===== config.mk =====
export PLATFORM = sky130hd
export DESIGN_NAME = conv_8_4_ctrl
export DESIGN_NICKNAME = d
export VERILOG_FILES = /design/src/rtl/conv_pkg.sv /design/src/rtl/conv_load_port.sv /design/src/rtl/conv_8_4_ctrl.sv
export SDC_FILE = /design/constraint.sdc
export NUM_CORES = 1
export LEC_CHECK = 0
export CORE_UTILIZATION = 30
export DETAILED_ROUTE_END_ITERATION = 6
export SETUP_SLACK_MARGIN = 0.1
export SLEW_MARGIN = 25
export SYNTH_ARGS = -nofsm -noshare
export SYNTH_HDL_FRONTEND = slang
export SYNTH_SLANG_ARGS = --single-unit

===== constraint.sdc =====
create_clock -name clk -period 4.8 [get_ports clk]
set_clock_uncertainty 0.2 [all_clocks]
set_input_delay 0.96 -clock clk [delete_from_list [all_inputs] [get_ports clk]]
set_output_delay 0.96 -clock clk [all_outputs]
set_load 0.05 [all_outputs]

===== src/rtl/conv_pkg.sv =====
// Shared types and default geometry for the 8-sample x / 4-tap f convolution sequencer.
package conv_pkg;
  localparam int N    = 8;
  localparam int M    = 4;
  localparam int LOGN = 3;
  localparam int LOGM = 2;

  typedef enum logic [1:0] {LOAD, MAC, DRAIN, OUT} state_t;
endpackage


===== src/rtl/conv_load_port.sv =====
// Valid/ready load port: write counter that drives the memory write address and saturates at DEPTH.
module conv_load_port #(
  parameter int DEPTH = 8,
  parameter int LOGD  = 3
) (
  input  logic            clk,
  input  logic            reset,
  input  logic            en_i,
  input  logic            clr_i,
  input  logic            valid_i,
  output logic            ready_o,
  output logic            wr_en_o,
  output logic [LOGD-1:0] addr_o,
  output logic            full_o
);
  logic [LOGD:0] cnt_q, cnt_d;

  assign ready_o = en_i && (cnt_q < (LOGD+1)'(DEPTH));
  assign wr_en_o = valid_i && ready_o;
  assign addr_o  = cnt_q[LOGD-1:0];

  always_comb begin
    cnt_d = cnt_q;
    if (clr_i)        cnt_d = '0;
    else if (wr_en_o) cnt_d = cnt_q + 1'b1;
  end

  // Full as of the coming edge, so a final write can release the sequencer on the same edge.
  assign full_o = (cnt_d == (LOGD+1)'(DEPTH));

  always_ff @(posedge clk or posedge reset) begin
    if (reset) cnt_q <= '0;
    else       cnt_q <= cnt_d;
  end
endmodule


===== src/rtl/conv_8_4_ctrl.sv =====
// Convolution sequencer: loads x and f through slave ports, then walks N-M+1 windows of M MACs,
// presenting each accumulator result on a valid/ready master port.
module conv_8_4_ctrl
  import conv_pkg::*;
(
  input  logic            clk,
  input  logic            reset,
  input  logic            s_valid_x,
  output logic            s_ready_x,
  input  logic            s_valid_f,
  output logic            s_ready_f,
  output logic [LOGN-1:0] addr_x,
  output logic            wr_en_x,
  output logic [LOGM-1:0] addr_f,
  output logic            wr_en_f,
  output logic            en_acc,
  output logic            clr_acc,
  output logic            m_valid_y,
  input  logic            m_ready_y,
  output logic            conv_done
);
  state_t          state_q, state_d;
  logic [LOGM-1:0] tap_q, tap_d;
  logic [LOGN-1:0] win_q, win_d;
  logic            en_acc_q;

  logic            load, hs, last_win, frame_end;
  logic            x_full, f_full;
  logic [LOGN-1:0] x_waddr;
  logic [LOGM-1:0] f_waddr;

  assign load      = (state_q == LOAD);
  assign hs        = (state_q == OUT) && m_ready_y;
  assign last_win  = (win_q == LOGN'(N - M));
  assign frame_end = hs && last_win;

  conv_load_port #(.DEPTH(N), .LOGD(LOGN)) u_x_port (
    .clk(clk), .reset(reset), .en_i(load), .clr_i(frame_end), .valid_i(s_valid_x),
    .ready_o(s_ready_x), .wr_en_o(wr_en_x), .addr_o(x_waddr), .full_o(x_full)
  );

  conv_load_port #(.DEPTH(M), .LOGD(LOGM)) u_f_port (
    .clk(clk), .reset(reset), .en_i(load), .clr_i(frame_end), .valid_i(s_valid_f),
    .ready_o(s_ready_f), .wr_en_o(wr_en_f), .addr_o(f_waddr), .full_o(f_full)
  );

  always_comb begin
    state_d = state_q;
    tap_d   = tap_q;
    win_d   = win_q;
    case (state_q)
      LOAD: if (x_full && f_full) begin
        state_d = MAC;
        tap_d   = '0;
        win_d   = '0;
      end
      MAC: begin
        if (tap_q == LOGM'(M - 1)) state_d = DRAIN;
        else                       tap_d   = tap_q + 1'b1;
      end
      DRAIN: state_d = OUT;
      OUT: if (m_ready_y) begin
        tap_d = '0;
        if (last_win) begin
          state_d = LOAD;
          win_d   = '0;
        end else begin
          state_d = MAC;
          win_d   = win_q + 1'b1;
        end
      end
      default: state_d = LOAD;
    endcase
  end

  // en_acc lags each MAC address cycle by one to match the memory read latency.
  always_ff @(posedge clk or posedge reset) begin
    if (reset) begin
      state_q  <= LOAD;
      tap_q    <= '0;
      win_q    <= '0;
      en_acc_q <= 1'b0;
    end else begin
      state_q  <= state_d;
      tap_q    <= tap_d;
      win_q    <= win_d;
      en_acc_q <= (state_q == MAC);
    end
  end

  assign addr_x    = load ? x_waddr : (win_q + LOGN'(tap_q));
  assign addr_f    = load ? f_waddr : tap_q;
  assign en_acc    = en_acc_q;
  assign clr_acc   = load || hs;
  assign m_valid_y = (state_q == OUT);
  assign conv_done = frame_end;
endmodule


Word-level counts from Yosys, hierarchy flattened
Index checks and enable logic that the tools add are counted.
{ "word_totals": {"regBits": 15, "inputBits": 5, "output_inout_bits": 13} }
{ "op_classes": {"add_sub_neg": 5, "n_lt_le_gt_ge": 2, "n_eq_ne": 11, "muxes": 19, "n_reduce_logical": 14} }
{ "op_table": {"columns": ["op", "n"], "rows": [
  ["two-way mux 3 bit", 6],
  ["two-way mux 2 bit", 7],
  ["two-way mux 4 bit", 2],
  ["case mux 2 bit (4 select lines)", 1],
  ["logical AND 1 bit", 7],
  ["adder 3 x 1 -> 3 bit (second input constant)", 2],
  ["equality test 2 bit (second input constant)", 3],
  ["equality test 3 bit (second input constant)", 2],
  ["case mux 2 bit (3 select lines)", 1],
  ["case mux 3 bit (2 select lines)", 1],
  ["AND reduction 3 bit", 2],
  ["adder 4 x 1 -> 4 bit (second input constant)", 1],
  ["equality test 4 bit (second input constant)", 1],
  ["< comparator 4 bit (second input constant)", 1],
  ["!= test 2 x 1 -> 1 bit (second input constant)", 2],
  ["!= test 2 bit (second input constant)", 2],
  ["AND reduction 4 bit", 1],
  ["adder 3 x 2 -> 3 bit", 1],
  ["< comparator 3 bit (second input constant)", 1],
  ["nonzero test 3 bit", 1],
  ["adder 2 x 1 -> 2 bit (second input constant)", 1],
  ["equality test 2 x 1 -> 1 bit (second input constant)", 1],
  ["zero test 2 bit", 1],
  ["nonzero test 2 bit", 1],
  ["other kinds (2)", 2]
]} }

Longest topological paths before layout
Gate-level depths: netlist (run 1).
{ "depth": {"depth_word": 9, "ltp_mapped": 9, "depth_no_buf": 8} }

By module
Synthesis (run 1) repeated with hierarchy kept, for this count alone.
{ "hier_totals": {"hier_cells": 105, "hier_area_um2": 1129.8} }
{ "by_module_without_submodules": {"columns": ["module", "n_inst", "cells_each", "area_each_um2", "seq_area_each_um2"], "rows": [
  ["conv_8_4_ctrl", 1, 60, 646.9, 200.2],
  ["conv_load_port at u_x_port", 1, 27, 277.8, 100.1],
  ["conv_load_port at u_f_port", 1, 18, 205.2, 75.1]
]} }

Worst setup path after synthesis (run 1)
Ideal clock, no wire load.
{ "synth_path": {"kind": "register to output", "start": "reg tap_q[0]", "end": "out addr_x[2]", "arrival_time_ns": 2.180, "required_ns": 3.640, "slack_ns": 1.460, "path_stages_with_launch": 6, "path_buffers": 0, "path_cell_list": "dfrtp_1 > ha_1 > inv_1 > fa_1 > xor2_1 > o21ai_0"} }
{ "synth_via": {"elab_chain_len": 2} }
{ "synth_rtl": {"columns": ["item", "line", "text"], "rows": [
  ["start: declaration", "conv_8_4_ctrl.sv:23", "logic [LOGM-1:0] tap_q, tap_d;"],
  ["start signal: assignment", "conv_8_4_ctrl.sv:85", "tap_q <= tap_d;"],
  ["adder 3 x 2 -> 3 bit", "conv_8_4_ctrl.sv:91", "assign addr_x = load ? x_waddr : (win_q + LOGN'(tap_q));"],
  ["two-way mux 3 bit", "conv_8_4_ctrl.sv:91", null],
  ["end: declaration", "conv_8_4_ctrl.sv:12", "output logic [LOGN-1:0] addr_x,"]
]} }
Every way passes these cells.

Worst setup path in the final report (run 1)
{ "layout_path": {"start": "in m_ready_y", "end": "out conv_done"} }
{ "layout_via": {"elab_chain_len": 2} }
{ "layout_rtl": {"columns": ["item", "line", "text"], "rows": [
  ["start: declaration", "conv_8_4_ctrl.sv:19", "input logic m_ready_y,"],
  ["logical AND 1 bit", "conv_8_4_ctrl.sv:33", "assign hs = (state_q == OUT) && m_ready_y;"],
  ["logical AND 1 bit", "conv_8_4_ctrl.sv:35", "assign frame_end = hs && last_win;"],
  ["end: declaration", "conv_8_4_ctrl.sv:20", "output logic conv_done"]
]} }
Every way passes these cells.

==> key figures, run 1 <==
Run status
  • Status: complete, no violations

Clocking
  • CTS tree: yes
  • PostCTS Resize Cnt: 0
  • Clock Path Buffers: 2
  • Clock root buffer master: clkbuf_8
  • Clock latency on the worst-skew pair: 0.25 ns
  • CTS Hold Bufs: 0
  • Clk pin slew, worst setup/hold paths: approximately 0.06 ns
  • Total clock sinks: 15
  • CTS buffer count: 3
  • H-tree Lvls: 1
  • Setup repair bufs after CTS: 0

Critical path
  • Worst-path maximum fanout: 8
  • Crit Path Class: input pin to output port
  • Crit path capture type: output port
  • Worst setup SP type: input pin
  • Req. time, crit path: ~3.6 ns
  • Worst path arrival time: 2.78 ns

Global route
  • Vias in the first global route: ~860
  • Initial antenna violation count: 0
  • First-pass GRT wire length: 3.91 mm
  • GRT overflow: 0
  • Most used routing layer: met2
  • Met3 usage: 0.0401
  • GRT Util Overall: 0.127
  • Grt met1 use: 0.169
  • Largest net degree at the start of global routing: 16
  • GR Util met2: 0.200

Synthesis
  • XOR/XNOR share of the synthesized area: 0.0236
  • Dominant cell by count in the synthesized netlist: nor2_1
  • Async S/R FF share, synth: 1.00
  • Number of synthesized register bits: 15
  • Syn Area/Cell: around 9.6 µm²
  • Top cells by area, synth: dfrtp_1 34%, ha_1 11%, nor2_1 5.7%
  • Synth Area in Simple Gates: 0.183
  • Area leader, netlist: dfrtp_1
  • Post-synth EDFFs: 0
  • Share of the synthesized area in the top cell type: 0.337
  • Ys flop type: dfrtp_1
  • Largest family of logic cells by synthesized area: simple AND/OR/NAND/NOR gates
  • Sequential-to-total area share from yosys stat: 0.337
  • Syn_nets: roughly 130
  • Synth cell count leaders: 17 x nor2_1, 15 x dfrtp_1, 12 x inv_1, 12 x nand2_1, 10 x ha_1
  • Compound-Gate Fraction of Synth Area: 0.180
  • Mux contribution to synthesized area: 0.0708
  • Adder-Cell Fraction of Synth Area: 0.130
  • Yosys warns: 0
  • Syn Inst Count: ~120
  • Netlist cell types: 36
  • Synthesized area: ~1100 µm²

Floorplan
  • Die area: just under 4000 µm²
  • Starting density of the core: 0.324
  • Ports: 18
  • Core Region: about 3400 µm²
  • Die width: roughly 63 µm
  • Chip Height: 62.9 µm
  • FP Rows: 21

Detailed routing
  • Vias per std cell: approximately 4.8
  • DRC viols: 0
  • Drt initial violations: 39
  • DRT Wirelength: 2.23 mm
  • WL per Instance: approximately 12 µm
  • Antenna Violating Nets Remaining: 0
  • First-pass detailed-route iteration total: 4
  • Routed via count: 867

Final layout
  • FF/Latch Area: 375 µm²
  • Fill cell total of the finished layout: between 300 and 400
  • Nets: 150
  • Layout cell share with drive strength beyond 1: 0.105
  • Layout area overhead: 21.1%
  • Area of the multi-input gates: approximately 650 µm²
  • Antenna cells: 0

Flow run
  • Max-cap viol count: 0

STA
  • RSZ-0062 raised after global routing: false
  • Max Fclk: around 250 MHz
  • Final min period: ~4 ns
  • Setup violators final: 0
  • Slew headroom: 0.595
  • Fin crit share: 0.821
  • Total negative slack: 0 ns
  • Worst Max-Slew Pin Slew: around 0.61 ns
  • Final hold violations: 0
  • Worst Hold Slack: ~0.33 ns
  • Final Max Tran Viols: 0

Hold path
  • Worst Hold Class: register to register

Placed design
  • DPL Wire Length: 1.74 mm
  • PortBufs: 17
  • RD Place Congestion: 0.756
final timing paths:
| path | from | end | slack, ns | cells after the start |
|---|---|---|---|---|
| hold / removal | tap_q[1]$_DFFE_PP0P_ | tap_q[1]$_DFFE_PP0P_ | 0.33 | 1 |
| setup / recovery | m_ready_y | conv_done | 0.86 | 3 |
| hold reg to reg | tap_q[1]$_DFFE_PP0P_ | tap_q[1]$_DFFE_PP0P_ | 0.33 | 1 |
| min in group asynchronous | reset | u_f_port.cnt_q[0]$_DFF_PP0_ | 0.87 | 2 |
| setup reg to reg | state_q[1]$_DFFE_PP0P_ | win_q[2]$_DFFE_PP0P_ | 1.67 | 8 |
| max in group asynchronous | reset | win_q[2]$_DFFE_PP0P_ | 3.13 | 2 |
kinds of logic (layout without fill, tap and decap cells):
group | count (synthesis) | in the layout
buffers and inverters | 16 | 33
adder cells (fa/ha/maj) | 11 | 11
multiplexers | 7 | 7
XOR/XNOR | 3 | 3
AND/OR/NAND/NOR | 41 | 41
flip-flops | 15 | 15
AO/OA/AOI/OAI | 23 | 23
critical path: stages:
cell and delay [ns]:
clkdlybuf4s50_1 0.52, and4_1 0.43, clkdlybuf4s50_1 0.87
stage by stage:
step	worst slack [ns]	utilization	cells	area [µm²]
2_1_floorplan	1.46	-	116	1110
3_3_place_gp	0.880	0.378	175	1300
3_5_place_dp	0.837	0.378	175	1300
4_1_cts	0.836	0.392	179	1350
5_1_grt	0.753	0.392	179	1350
6_report	0.857	0.392	179	1350
cells in the final DEF, fill, tap and decap left out, drive strengths merged:
cell type | Yosys | routed
o2111ai | 1 | 1
mux2 | 4 | 4
a211oi | 1 | 1
ha | 10 | 10
dfrtp | 15 | 15
nor3 | 3 | 3
and4 | 1 | 1
fa | 1 | 1
o211ai | 1 | 1
nand3b | 1 | 1
nand2 | 12 | 12
clkdlybuf4s50 | 0 | 17
a21boi | 1 | 1
clkinv | 0 | 1
and3b | 1 | 1
xor2 | 3 | 3
mux2i | 3 | 3
o21ai | 6 | 6
nor2b | 2 | 2
inv | 12 | 12
clkbuf | 0 | 3
and4b | 1 | 1
a31oi | 2 | 2
a221o | 2 | 2
a22o | 2 | 2
nor4bb | 1 | 1
and3 | 1 | 1
a2bb2oi | 1 | 1
a21oi | 4 | 4
nor2 | 17 | 17
nand3 | 1 | 1
a2111oi | 1 | 1
a31o | 1 | 1
routing by layer:
layer | vias to the layer above | routed length (µm) | share of wire
li1 | 436 | - | -
met1 | 406 | 1140 | 0.51
met5 | - | 0 | 0
met3 | 2 | 97 | 0.044
met4 | 0 | 14 | 0.0063
met2 | 23 | 977 | 0.44
area by class of cell:
class | count | area share
Clock inverter | 1 | 0.00371
Multi-Input combinational cell | 85 | 0.485
Inverter | 12 | 0.0334
Clock buffer | 3 | 0.0306
Tap cell | 46 | 0.0427
Sequential cell | 15 | 0.278
Timing Repair Buffer | 17 | 0.126
registers in the layout (all words and copies together), names as in the netlist:
register	count
tap_q	2
en_acc	1
u_f_port.cnt_q	3
u_x_port.cnt_q	4
win_q	3
state_q	2
Power of run 1 is left out: the tool's default activity adds up to more than one toggle a clock period on the data nets, which glitch-free logic cannot reach.
==> run 2: changes to the inputs <==
==> constraint.sdc (replaced) <==
create_clock -name clk -period 4 [get_ports clk]
set_clock_uncertainty 0.2 [all_clocks]
set_input_delay 0.8 -clock clk [delete_from_list [all_inputs] [get_ports clk]]
set_output_delay 0.8 -clock clk [all_outputs]
set_load 0.05 [all_outputs]
==> run 2 against run 1 <==
Effect of this change:
- first-iteration DRC count increased by 38%
- via count increased by 2.7%
- wire length increased by 4.8%
- hold slack improved by 0.012 ns
- final area increased by 0.56%
- die area unchanged
- cell count increased by 0.56%
- critical endpoint is now addr_x[1]
==> key figures, run 2 (synthesized netlist as in run 1, its figures left out) <==
Final layout
  • Max reg flops: 4
  • Top Registers: u_x_port.cnt_q (4), u_f_port.cnt_q (3), win_q (3)
  • Nets: 151
  • Fill cell total of the finished layout: around 340
  • Fin util: 0.394
  • Reg with most FFs: u_x_port.cnt_q
  • Commonest non-fill, non-tap cells in the layout: 17 x nor2_1, 17 x clkdlybuf4s50_1, 15 x dfrtp_1, 12 x nand2_1, 12 x inv_1
  • Layout cell share with drive strength beyond 1: 0.112
  • Layout area overhead: 21.8%
  • Antenna cells: 0

Critical path
  • RR Startpoint: state_q[0]$_DFFE_PP0P_
  • R2R depth: 8
  • Setup crit end: addr_x[1]
  • Worst setup SP type: register
  • Crit Path Class: register to output port
  • Worst path arrival time: around 2.6 ns
  • Req. time, crit path: around 3.0 ns
  • Crit path launch: state_q[0]$_DFFE_PP0P_
  • Reg2reg setup slack: ~0.8 ns
  • Worst-path maximum fanout: 15
  • Crit path capture type: output port
  • Worst r2r dst: win_q[2]$_DFFE_PP0P_

STA
  • Fin crit share: 0.904
  • RSZ-0062 raised after global routing: false
  • Final min period: around 3.6 ns
  • Max Fclk: around 280 MHz
  • Final worst slack: between 0.3 and 0.4 ns
  • Total negative slack: 0 ns
  • Final Max Tran Viols: 0
  • Setup violators final: 0
  • Worst Max-Slew Pin Slew: 0.617 ns
  • Slew headroom: 0.589
  • Final hold violations: 0

Run status
  • Status: complete, no violations

Global route
  • Initial antenna violation count: 0
  • First-pass GRT wire length: between 4 and 5 mm
  • GRT overflow: 0
  • Vias in the first global route: about 960
  • Largest net degree at the start of global routing: 16
  • GRT Util Overall: 0.135

Detailed routing
  • WL per Instance: ~13 µm
  • DRC viols: 0
  • Antenna Violating Nets Remaining: 0
  • Vias per std cell: 4.94
  • First-pass detailed-route iteration total: 4
  • Routed via count: 890
  • Drt initial violations: 54
  • DRT Wirelength: 2.34 mm

Hold path
  • Worst Hold Class: register to register

Floorplan
  • Core Region: around 3400 µm²
  • FP Rows: 21
  • Chip Height: approximately 63 µm
  • Die area: around 4000 µm²
  • Die width: 62.9 µm
  • Starting density of the core: 0.324
  • Ports: 18

Placed design
  • Placement Setup Slack: ~0.55 ns
  • RD Place Congestion: 0.808
  • DPL Wire Length: between 1.5 and 2 mm
  • PortBufs: 17

Clocking
  • CTS Hold Bufs: 0
  • Clock latency on the worst-skew pair: between 0.2 and 0.3 ns
  • Clk pin slew, worst setup/hold paths: roughly 0.06 ns
  • H-tree Lvls: 1
  • CTS buffer count: 3
  • PostCTS Resize Cnt: 0
  • Clock Path Buffers: 2
  • CTS tree: yes
  • Clock root buffer master: clkbuf_8
  • Setup repair bufs after CTS: 0
  • Total clock sinks: 15

Flow run
  • Max-cap viol count: 0
==> run 2: how the worst min path moves through the flow <==
stage / cells past startpoint / end / start
2_1_floorplan: 1 / tap_q[1]$_DFFE_PP0P_ / tap_q[1]$_DFFE_PP0P_
3_3_place_gp: 1 / tap_q[1]$_DFFE_PP0P_ / tap_q[1]$_DFFE_PP0P_
3_5_place_dp: 1 / tap_q[1]$_DFFE_PP0P_ / tap_q[1]$_DFFE_PP0P_
4_1_cts: 1 / tap_q[1]$_DFFE_PP0P_ / tap_q[1]$_DFFE_PP0P_
5_1_grt: 1 / tap_q[1]$_DFFE_PP0P_ / tap_q[1]$_DFFE_PP0P_
6_report: 1 / tap_q[1]$_DFFE_PP0P_ / tap_q[1]$_DFFE_PP0P_
==> run 2: worst max-delay path: stages (launching register included) <==
cell,delay (ns)
dfrtp_1,0.40
inv_1,0.12
ha_1,0.57
inv_1,0.25
mux2i_1,0.21
clkdlybuf4s50_1,0.82
==> run 2: layer usage <==
metal  part of all wire  global-route usage  up-vias  wire, µm
met5                  0                   0        -         0
met4              0.018              0.0698        0        41
met3              0.052              0.0310        6       122
met2               0.46               0.216       25      1070
met1               0.47               0.167      417      1110
li1                   -                   -      442         -
==> run 2: layout make-up <==
cell class,instances,area (µm²),share of cell area
Multi-Input combinational cell,85,654,0.482
Sequential cell,15,375,0.277
Timing Repair Buffer,18,178,0.131
Tap cell,46,57.6,0.0424
Inverter,12,45.0,0.0332
Clock buffer,3,41.3,0.0304
Clock inverter,1,5.00,0.00369
==> run 2: through the flow <==
step                      hold slack, ns  cell area (µm²)  instances
after global routing               0.371             1360        180
after detailed placement           0.329             1310        176
after global placement             0.314             1310        176
after CTS                          0.344             1360        180
after floorplan                    0.291             1110        116
final                              0.344             1360        180
Power of run 2 is left out for the same reason.
==> run 3: changes to the inputs <==
--- a/config.mk
+++ b/config.mk
@@ -5,10 +5,15 @@
 export SDC_FILE = /design/constraint.sdc
 export NUM_CORES = 1
 export LEC_CHECK = 0
+export ABC_CLOCK_PERIOD_IN_PS = 4000
+export CELL_PAD_IN_SITES_DETAIL_PLACEMENT = 1
+export CELL_PAD_IN_SITES_GLOBAL_PLACEMENT = 1
 export CORE_UTILIZATION = 30
 export DETAILED_ROUTE_END_ITERATION = 6
+export PLACE_DENSITY_LB_ADDON = 0.1
 export SETUP_SLACK_MARGIN = 0.1
 export SLEW_MARGIN = 25
 export SYNTH_ARGS = -nofsm -noshare
 export SYNTH_HDL_FRONTEND = slang
+export SYNTH_HIERARCHICAL = 1
 export SYNTH_SLANG_ARGS = --single-unit
==> run 3 against run 2 <==
Effect of this change:
- non-clock buffer count grew 2
- register-to-register slack is essentially flat
- critical path type is now input pin to register
- die area grew 1.4%
- count of clock-buffer cells in the layout is the same
- via count shrank 8.1%
==> key figures, run 3 <==
Detailed routing
  • First-pass detailed-route iteration total: 4
  • DRC viols: 0
  • Drt initial violations: 19
  • WL per Instance: approximately 14 µm
  • Routed via count: 818
  • Antenna Violating Nets Remaining: 0
  • DRT Wirelength: around 2.4 mm
  • Vias per std cell: 4.84

Critical path
  • Reg2reg setup slack: a little over 0.8 ns
  • Req. time, crit path: about 4 ns
  • Worst path arrival time: 3.51 ns
  • Worst path slowest cell: clkdlybuf4s50_1
  • Crit Path Class: input pin to register
  • Worst r2r dst: win_q[2]$_DFFE_PP0P_
  • CP Cell Sequence: clkdlybuf4s50_1 -> and4_1 -> and2b_1 -> mux2_4 -> nor4_2 -> a21boi_4 -> or4_1 -> a32o_1
  • Slowest stage delay, CP: approximately 0.56 ns
  • RR Startpoint: state_q[0]$_DFFE_PP0P_
  • R2R depth: 8
  • Crit path capture type: register
  • Worst-path maximum fanout: 9
  • Worst setup SP type: input pin

Final layout
  • Fill cell total of the finished layout: ~400
  • Nets: around 140
  • Commonest non-fill, non-tap cells in the layout: 16 x clkdlybuf4s50_1, 15 x dfrtp_1, 12 x inv_1, 11 x ha_1, 7 x mux2_2
  • Max reg flops: 4
  • Antenna cells: 0
  • Area of the multi-input gates: 661 µm²
  • Top Registers: u_x_port/cnt_q (4), u_f_port/cnt_q (3), win_q (3)
  • Layout area overhead: 21.7%
  • Layout cell share with drive strength beyond 1: 0.203
  • Reg with most FFs: u_x_port/cnt_q
  • Most common cell after layout, fill and taps aside: clkdlybuf4s50_1
  • FF/Latch Area: 375 µm²

Hold path
  • Hold-critical path depth: 2
  • Worst Hold Class: register to register
  • Hold_sp: u_f_port/cnt_q[2]$_DFF_PP0_
  • Hold EP: u_f_port/cnt_q[2]$_DFF_PP0_

STA
  • Final worst slack: between 0.4 and 0.5 ns
  • Slew headroom: 0.665
  • Worst Max-Slew Pin Slew: about 0.5 ns
  • Max Fclk: roughly 280 MHz
  • Final hold violations: 0
  • Final min period: 3.58 ns
  • Fin crit share: 0.895
  • Total negative slack: 0 ns
  • RSZ-0062 raised after global routing: false
  • Setup violators final: 0
  • Final Max Tran Viols: 0

Synthesis
  • Synth cell count leaders: 15 x dfrtp_1, 12 x inv_1, 11 x ha_1, 7 x mux2_2, 6 x nor2_1
  • Syn_nets: ~120
  • Post-synth EDFFs: 0
  • Top cells by area, synth: dfrtp_1 33%, ha_1 12%, mux2_2 7.0%
  • Sequential-to-total area share from yosys stat: 0.332
  • Number of synthesized register bits: 15
  • Dominant cell by count in the synthesized netlist: dfrtp_1
  • Async S/R FF share, synth: 1.00
  • Netlist cell types: 38
  • Yosys warns: 6
  • Area leader, netlist: dfrtp_1
  • Ys flop type: dfrtp_1
  • Syn Inst Count: ~110
  • Share of the synthesized area in the top cell type: 0.332
  • Syn Area/Cell: 10.8 µm²
  • Synthesized area: 1130 µm²

Floorplan
  • Die area: ~4000 µm²
  • Die width: between 60 and 70 µm
  • Ports: 18
  • Chip Height: roughly 63 µm
  • FP Rows: 21
  • Starting density of the core: 0.326
  • Core Region: roughly 3500 µm²

Clocking
  • CTS tree: yes
  • Setup repair bufs after CTS: 0
  • Clk pin slew, worst setup/hold paths: 0.07 ns
  • CTS Hold Bufs: 0
  • H-tree Lvls: 1
  • Total clock sinks: 15
  • Clock root buffer master: clkbuf_8
  • CTS buffer count: 3
  • Clock latency on the worst-skew pair: around 0.25 ns
  • PostCTS Resize Cnt: 0
  • Clock Path Buffers: 2

Global route
  • Vias in the first global route: roughly 900
  • GRT overflow: 0
  • First-pass GRT wire length: 4.25 mm
  • GRT Util Overall: 0.136
  • Largest net degree at the start of global routing: 11
  • Initial antenna violation count: 0

Run status
  • Status: complete, no violations

Placed design
  • DPL Wire Length: between 1.5 and 2 mm
  • Placement Setup Slack: 0.143 ns
  • PortBufs: 17
  • RD Place Congestion: ~0.71

Power
  • P_leak: 0.670 nW
  • Worst vdd ir: around 380 µV
  • Power density cells: just under 900 nW/µm²

Flow run
  • Max-cap viol count: 0
-- run 3: cell count changes after synthesis, sizes merged, moves of 4 or more --
cell   before  now
nor2       17    7
nand2      12    5
o21ai       6    1
a21oi       4    0
and2b       0    4
mux2        4    8
-- run 3: stage by stage --
step           cells  utilization  power (mW)  hold WS (ns)  instance area (µm²)
2_1_floorplan    105            -       0.880         0.302                 1130
3_3_place_gp     165        0.383        1.06         0.336                 1330
3_5_place_dp     165        0.383        1.08         0.353                 1330
4_1_cts          169        0.396        1.21         0.373                 1380
5_1_grt          169        0.396        1.28         0.420                 1380
6_report         169        0.396        1.19         0.369                 1380
-- run 3: cell families (layout without fill, tap and decap cells) --
logic type                 Yosys count  after routing  share of synthesized area
DFF                                 15             15                      0.332
buffers and inverters               18             36                     0.0831
xor gates and xnor gates             2              2                     0.0222
and+or+nand+nor                     32             32                      0.194
AOI/OAI and AO/OA                   13             13                      0.102
muxes                               13             13                      0.127
adders and majority gates           12             12                      0.140
-- run 3: routing by layer --
metal | wire length [µm] | share of wire | track usage
met1 | 1210 | 0.50 | 0.180
met5 | 0 | 0 | 0
met4 | 20 | 0.0083 | 0.0511
met2 | 1120 | 0.46 | 0.225
met3 | 62 | 0.026 | 0.0181
-- run 3: area by class of cell --
type	count	share of cell area
Multi-Input combinational cell	72	0.480
Sequential cell	15	0.273
Timing Repair Buffer	20	0.138
Tap cell	46	0.0419
Inverter	12	0.0328
Clock buffer	3	0.0300
Clock inverter	1	0.00364
-- run 3: worst max-delay path by stage --
stage	startpoint	to	slack (ns)	cells after the start
2_1_floorplan	m_ready_y	win_q[2]$_DFFE_PP0P_	0.51	7
3_3_place_gp	m_ready_y	win_q[2]$_DFFE_PP0P_	0.23	8
3_5_place_dp	m_ready_y	win_q[2]$_DFFE_PP0P_	0.14	8
4_1_cts	m_ready_y	win_q[2]$_DFFE_PP0P_	0.39	8
5_1_grt	m_ready_y	win_q[2]$_DFFE_PP0P_	0.27	8
6_report	m_ready_y	win_q[2]$_DFFE_PP0P_	0.42	8
-- run 3: where the power goes --
group	internal, mW	leakage, nW	switching, mW
Sequential	0.211	0.187	0.0666
Clock	0.0689	0.0255	0.0548
Combinational	0.336	0.457	0.454
-- run 3: worst max-delay path: cells and delay by family --
family	cells	cell delay [ns]
multiplexers	1	0.27
AO/OA/AOI/OAI	2	0.35
AND/OR/NAND/NOR	4	1.53
buffers and inverters	1	0.56
(Power assumes the default switching activity.)
